--- src/rtl/bra_jump_adder.sv ---
// rtl/bra_jump_adder.sv - fetch-stage next-PC generator (sequential / branch / jump)
//
// Selects the next instruction address from PC+4, a PC-relative branch
// target, or a region-relative jump target, and registers the result.
//
// Ports:
//   clk          rising-edge clock
//   rst_n        asynchronous active-low reset; clears Out
//   Op_code_in   [17] branch flag, [16] reserved, [15] jump flag, [14:0] immediate
//   bra_out_bit  branch condition from the compare unit (1 = taken)
//   Address      current PC
//   Out          registered next PC
module bra_jump_adder #(
  parameter int ADDR_W = 32,
  parameter int OFF_W  = 15
) (
  input  logic              clk,
  input  logic              rst_n,
  input  logic [17:0]       Op_code_in,
  input  logic              bra_out_bit,
  input  logic [ADDR_W-1:0] Address,
  output logic [ADDR_W-1:0] Out
);

  logic              w_jump;
  logic              w_branch;
  logic [OFF_W-1:0]  w_imm;
  logic [ADDR_W-1:0] w_seq;
  logic [ADDR_W-1:0] w_boff;
  logic [ADDR_W-1:0] w_btgt;
  logic [ADDR_W-1:0] w_jtgt;
  logic [ADDR_W-1:0] w_next;
  logic [ADDR_W-1:0] r_out;

  assign w_jump   = Op_code_in[15];
  assign w_branch = Op_code_in[17];
  assign w_imm    = Op_code_in[OFF_W-1:0];

  assign w_seq  = Address + ADDR_W'(4);
  // Word offset: sign-extend the immediate, then scale to bytes.
  assign w_boff = {{(ADDR_W-OFF_W-2){w_imm[OFF_W-1]}}, w_imm, 2'b00};
  assign w_btgt = w_seq + w_boff;
  // Jump stays inside the 128 KiB region of the sequential address.
  assign w_jtgt = {w_seq[ADDR_W-1:OFF_W+2], w_imm, 2'b00};

  // The jump flag is tested first so bra_out_bit is never consulted for
  // jumps; an unknown condition bit cannot leak into the jump result.
  always_comb begin
    w_next = w_seq;
    if (w_jump) begin
      w_next = w_jtgt;
    end else if (w_branch) begin
      if (bra_out_bit) begin
        w_next = w_btgt;
      end
    end
  end

  always_ff @(posedge clk or negedge rst_n) begin
    if (!rst_n) begin
      r_out <= '0;
    end else begin
      r_out <= w_next;
    end
  end

  assign Out = r_out;

endmodule

--- config.mk ---
export PLATFORM = sky130hd
export DESIGN_NAME = bra_jump_adder
export DESIGN_NICKNAME = d
export VERILOG_FILES = /design/src/rtl/bra_jump_adder.sv
export SDC_FILE = /design/constraint.sdc
export NUM_CORES = 1
export LEC_CHECK = 0
export CAP_MARGIN = 20
export CORE_ASPECT_RATIO = 0.8
export CORE_MARGIN = 10
export CORE_UTILIZATION = 40
export CTS_CLUSTER_SIZE = 25
export DETAILED_ROUTE_END_ITERATION = 16
export GPL_ROUTABILITY_DRIVEN = 0
export PLACE_DENSITY_LB_ADDON = 0.12
export SKIP_LAST_GASP = 1
export SLEW_MARGIN = 40
export SYNTH_ARGS = -nofsm -noshare
export SYNTH_HDL_FRONTEND = slang
export SYNTH_SLANG_ARGS = --single-unit
--- constraint.sdc ---
create_clock -name clk -period 0.8 [get_ports clk]
set_input_delay 0.08 -clock clk [delete_from_list [all_inputs] [get_ports clk]]
set_output_delay 0.08 -clock clk [all_outputs]
set_load 0.01 [all_outputs]
==> results.json <==
{
  "detailed_place.area_um2": 5860,
  "cp_cell_sequence": "buf_6, and3_4, and2_4, and3_4, buf_6, buf_6, nand4_1, xnor2_1, buf_4, ha_4, buf_6, nand2_4, buf_4, o21ai_0, o21bai_1, a22oi_2, buf_4, buf_4, nand2_1, nand3_2, xnor2_1",
  "power_per_cell_area_nw_per_um2": 1190,
  "finalCriticalPeriod_ps": 3150,
  "timing_max_transition_violations_final": 0,
  "violations_in_the_final_reports": "negative setup slack",
  "wirelength_um": 18600,
  "min-delay-path-class": "input port to asynchronous set/reset pin",
  "post_route_cells_drive_above_1_share_pct": 58.1,
  "crit_path_start_kind": "input port",
  "mappedNetlistNets": 520,
  "timing.setup.tns_ps": -52660,
  "finish.utilization_pct": 85.3,
  "detailed_placement_wirelength_estimate_um": 10200,
  "timing.final.setup_violations": 62,
  "commonest_cells_after_routing_fill_and_taps_aside": "sky130_fd_sc_hd__buf_4 (189), sky130_fd_sc_hd__buf_6 (41), sky130_fd_sc_hd__nand2_1 (33)",
  "synth_area_per_cell_um2": 8.11,
  "clock_tree_from_tritoncts": "built",
  "yosysWarningCount": 0,
  "finalHoldViolations": 0,
  "holdBufCountCts": 0,
  "synth_edf_count": 0,
  "synth_async_sr_flop_share_pct": 100,
  "die_h_um": 103,
  "wl_per_cell_um": 22.2,
  "dieArea_um2": 12900,
  "worstSetupEndpointType": "register",
  "number_of_storage_elements_in_the_synthesis_netlist": 32,
  "fillers": 433,
  "setup_slack_ps": -2350,
  "timing.setup.critical_path_class": "input port to register",
  "clock_tree.htree_level_count": 2,
  "maximum_number_of_pins_on_one_net_before_global_route_repair": 33,
  "worstPathBufferInverterCount": 8,
  "grt_pass1_wl_um": 23300,
  "antenna_cells": 0,
  "root_buffer": "sky130_fd_sc_hd__clkbuf_8",
  "pin_count": 85,
  "maxCapViolCount": 0,
  "synth_ff_type": "sky130_fd_sc_hd__dfrtp_1",
  "outcome": "finished, violations left",
  "post_synth_num_cell_types": 51,
  "area_taken_by_multi_input_logic_gates_um2": 3630,
  "critPathRequiredTime_ps": 1030,
  "cts.sinks": 32,
  "starting_density_pct": 41.0,
  "number_of_iterations_in_the_first_detailed_routing_pass": 5,
  "final.period_utilization_pct": 393,
  "arrival_ps": 3370,
  "critical-path-top-delay-family": "buffers and inverters",
  "grt_antenna_before_repair": 0,
  "normalized_max_slew_margin_pct": 64.3,
  "die_width_um": 124,
  "finish.instance_area_um2": 7230,
  "globalRoute.totalOverflow": 0,
  "cpPeakStageDelay_ps": 440,
  "routed-via-count": 5078,
  "fmax_mhz": 318,
  "ctsLongestPathBuffers": 2,
  "worst_setup_hold_path_clk_slew_ps": 90,
  "num_rows": 30,
  "nNetsFinal": 815,
  "synth_cells": 429,
  "grt_use_total_pct": 22.1,
  "portBuffers": 83,
  "cts_made_buffers": 5,
  "irDropWorstVdd_v": 0.00115,
  "drt_drc_violations_left": 0,
  "combined_area_of_all_synthesized_cells_um2": 3480,
  "grt_setup_unrepaired": "yes",
  "synthToLayoutAreaGrowth_pct": 108,
  "synth_seq_area_share_pct": 23.0,
  "core_um2": 8480,
  "preCtsSetupSlack_ps": -2750,
  "avgViaCountPerCell": 6.07,
  "power_leakage_nw": 3.42,
  "dr.first_iter.drc_count": 454,
  "worst_path_max_delay_cell": "sky130_fd_sc_hd__o21ai_0",
  "max_reg_flops": 32,
  "grt_pass1_vias": 4640,
  "worstMarginPinSlew_ps": 530,
  "layout_commonest_cell": "sky130_fd_sc_hd__buf_4",
  "critical_path.max_fanout": 6,
  "ff_latch_area_um2": 801,
  "route.antenna.remaining_nets": 0
}
==> metal layers <==
layer	track usage [%]	part of all wire (%)	vias to the layer above
li1	-	-	2157
met1	28.1	38	2399
met2	38.0	46	390
met3	3.67	10	132
met4	6.34	5.7	0
met5	0	0	-
==> stage by stage <==
stage	instances	hold WS, ps	power [W]
floorplan	429	-216	0.00364
global placement	768	477	0.00548
detailed placement	768	490	0.00555
CTS	814	171	0.00768
global route	837	163	0.00891
finish	837	142	0.00863
==> final timing paths <==
check	depth (start not counted)	endpoint	startpoint	slack (ps)
max	21	Out[31]	Address[5]	-2350
min	2	Out[30]	rst_n	140
max in group asynchronous	2	Out[24]	rst_n	470
min in group clk	2	Out[2]	Op_code_in[0]	240
==> cells by family after synthesis <==
group,share of synthesized area (%)
buffers and inverters,3.06
xor gates and xnor gates,13.3
muxes,1.58
adders and majority gates,13.9
DFF,23.0
and+or+nand+nor,19.6
AOI/OAI and AO/OA,25.5
==> cell usage after synthesis (9+ instances only) <==
library cell	n	area share, %
sky130_fd_sc_hd__clkbuf_1	9	0.97
sky130_fd_sc_hd__nand3_1	15	2.2
sky130_fd_sc_hd__nand4_1	15	2.7
sky130_fd_sc_hd__xnor2_1	36	9.1
sky130_fd_sc_hd__xor2_1	17	4.3
sky130_fd_sc_hd__and3_1	9	1.6
sky130_fd_sc_hd__dfrtp_1	32	23
sky130_fd_sc_hd__nor2_1	36	3.9
sky130_fd_sc_hd__o21ai_0	16	2.3
sky130_fd_sc_hd__a21oi_1	45	6.5
sky130_fd_sc_hd__ha_1	37	13
sky130_fd_sc_hd__nand2_1	44	4.7
sky130_fd_sc_hd__a21o_1	22	4.7
sky130_fd_sc_hd__o21a_1	11	2.4
==> what timing repair did <==
| action | in CTS | in global routing |
|---|---|---|
| endpoints found under the setup margin | 62 | 62 |
| gates resized for setup | 311 | 81 |
| pin swaps | 109 | 74 |
| cloned | 1 | 0 |
| buffers inserted | 42 | 31 |
==> power by group <==
part           switching [W]  internal, W
Sequential         0.0000475      0.00176
Clock               0.000822     0.000928
Combinational        0.00244      0.00262
Total                0.00331      0.00531
==> cell type report <==
| cell class | instances | share of cell area [%] |
|---|---|---|
| Clock buffer | 6 | 1.00 |
| Clock inverter | 2 | 0.484 |
| Inverter | 8 | 0.450 |
| Multi-Input combinational cell | 374 | 50.2 |
| Sequential cell | 32 | 11.1 |
| Tap cell | 112 | 1.94 |
| Timing Repair Buffer | 303 | 34.9 |
No activity file was read; power rests on OpenSTA's default activity.
==> variant, RTL diff (same settings) <==
Change the parameter `OFF_W` from 15 to 13.
--- a/src/rtl/bra_jump_adder.sv
+++ b/src/rtl/bra_jump_adder.sv
@@ -14,3 +14,3 @@
   parameter int ADDR_W = 32,
-  parameter int OFF_W  = 15
+  parameter int OFF_W  = 13
 ) (
Check against the original RTL: not equivalent (Yosys sat finds a counterexample within 4 cycles, from zero or initial values and one cycle with rst_n low).
==> variant against the original RTL <==
The run still ends with negative setup slack left; cell area down 1.1%; routed wire length up 1.2%; worst setup slack better by 0.20 ns; sequential cell count unchanged; synthesized cell count down 2.1%; core utilization down 1.7 points; fmax up 7.0%; power down 6.7%; area after synthesis up 1.8%; largest cell class unchanged.
==> variant: results (changes against the original RTL) <==
status:
  status: "complete, but fails checks"
  violations: "negative setup slack"
sta:
  setup_viol: 62  # unchanged
  setup_ws_ns: -2.14  # +0.205 ns
  tightestPinTransition_ns: 0.479  # -0.0503 ns
  period_needed_ns: 2.94  # -0.205 ns
  setup_tns_ns: -48.58  # +4.08 ns
global_route:
  grt_pass1_wl_um: 23900  # +2.7%
  met1_usage: 0.300  # +0.0185
  antenna_found_initial: 0  # unchanged
  use_met3: 0.0402  # +0.00357
  grt_max_degree: 33  # unchanged
  gr-usage-met2: 0.350  # -0.0303
  first_global_vias: 4500  # -3.0%
  grt_use_total: 0.220  # -0.00124
clock_network:
  cts_setup_buffers: 36  # -14%
  cts.htree.levels: 2  # unchanged
  cts_resized: 299  # -3.9%
  numCtsBuffers: 5  # unchanged
  cts_buffer_depth: 2  # unchanged
  cts-root-buf: "clkbuf_8"
  clk_pin_slew_worst_paths_ns: 0.07  # -0.02 ns
pwr:
  ir_drop_mv: 0.978  # -15%
  p_leak_nw: 3.28  # -4.1%
  intPower_w: 0.00504  # -5.1%
detailed_routing:
  wl_met1_um: 7350  # +2.7%
  routed.top_layer: "met4"
  post_drt_wl_per_cell_um: 23.2  # +4.4%
  initialDrtViolationCount: 660  # +45%
  first_pass_iters: 5  # unchanged
  via_per_inst: 6.15  # +1.4%
  vias: 4991  # -1.7%
  met3_length_um: 2030  # +9.1%
  dr_wl_met2_um: 8390  # -1.6%
cells_and_area:
  drive_gt1_frac: 0.584  # +0.00300
  diodes: 0  # unchanged
  largest_register_ffs: 32  # unchanged
  final_nets: 790  # -3.1%
place:
  numPlacedInstances: 752  # -2.1%
  post-dp-hpwl_um: 10400  # +1.9%
  postPlaceCellArea_um2: 5850  # -0.15%
  io_buffers: 81  # -2.4%
setup_path:
  cp_max_fo: 5  # -1
  cpPeakStageDelay_ns: 0.53  # +0.09 ns
  cp_slowest_cell: "or4_4"
  worst_ep_arrival_time_ns: 3.15  # -0.22 ns
logic_synthesis:
  synth_ff_type: "dfrtp_1"
  synthesis.nets: 511  # -1.7%
  synth_common_cells: "42 x a21oi_1, 37 x ha_1, 34 x nand2_1"
  ys_async_sr_fraction: 1.00  # unchanged
  yosys_warnings: 0  # unchanged
  ys_types: 64  # +25%
  ys_seq_area_frac: 0.226  # -0.00406
  netlist_instances: 420  # -2.1%
  synth_area_leaders: "dfrtp_1 23%, ha_1 13%, xnor2_1 8.2%, a21oi_1 5.9%, xor2_1 4.2%"
hold_path:
  hold_path_class: "in -> async"
[variant: power groups by stage]
stage | Clock, W | Sequential [W] | Combinational, W
final | 0.00134 | 0.00182 | 0.00489
after floorplan | 0 | 0.00192 | 0.00166
after global routing | 0.00141 | 0.00183 | 0.00509
after global placement | 0 | 0.00183 | 0.00348
after CTS | 0.00135 | 0.00180 | 0.00393
after detailed placement | 0 | 0.00184 | 0.00357
[variant: final timing paths]
path                                from      end  slack [ns]  cells past startpoint
min                                rst_n   Out[4]        0.16                      2
min in group clk           Op_code_in[1]   Out[3]        0.16                      3
max                           Address[5]  Out[31]       -2.14                     16
max in group asynchronous          rst_n  Out[31]        0.45                      2
[variant: stage by stage]
step	setup WS, ns	util
2_1_floorplan	-1.98	-
3_3_place_gp	-2.58	0.684
3_5_place_dp	-2.63	0.684
4_1_cts	-1.89	0.768
5_1_grt	-2.17	0.835
6_report	-2.14	0.835
[variant: logic make-up after synthesis]
| logic type | after synthesis | share of synthesized area |
|---|---|---|
| mux | 11 | 0.0336 |
| simple gates | 153 | 0.233 |
| compound gates | 110 | 0.212 |
| buf+inv | 25 | 0.0304 |
| xor+xnor | 51 | 0.128 |
| flops | 32 | 0.226 |
| fa+ha+maj | 38 | 0.136 |
[variant: worst max-delay path: cells and delay by family]
family,cells,cell delay [ns]
simple gates,10,2.05
buf+inv,2,0.17
compound gates,1,0.16
mux,1,0.17
xor+xnor,1,0.24
fa+ha+maj,1,0.26
[variant: cell type report]
| type | count | area, µm² |
|---|---|---|
| inverter | 12 | 50.0 |
| fill | 448 | 1410 |
| tap | 112 | 140 |
| sequential | 32 | 801 |
| timing repair buffer | 285 | 2430 |
| clock buffer | 7 | 96.3 |
| multi-input combinational | 363 | 3630 |
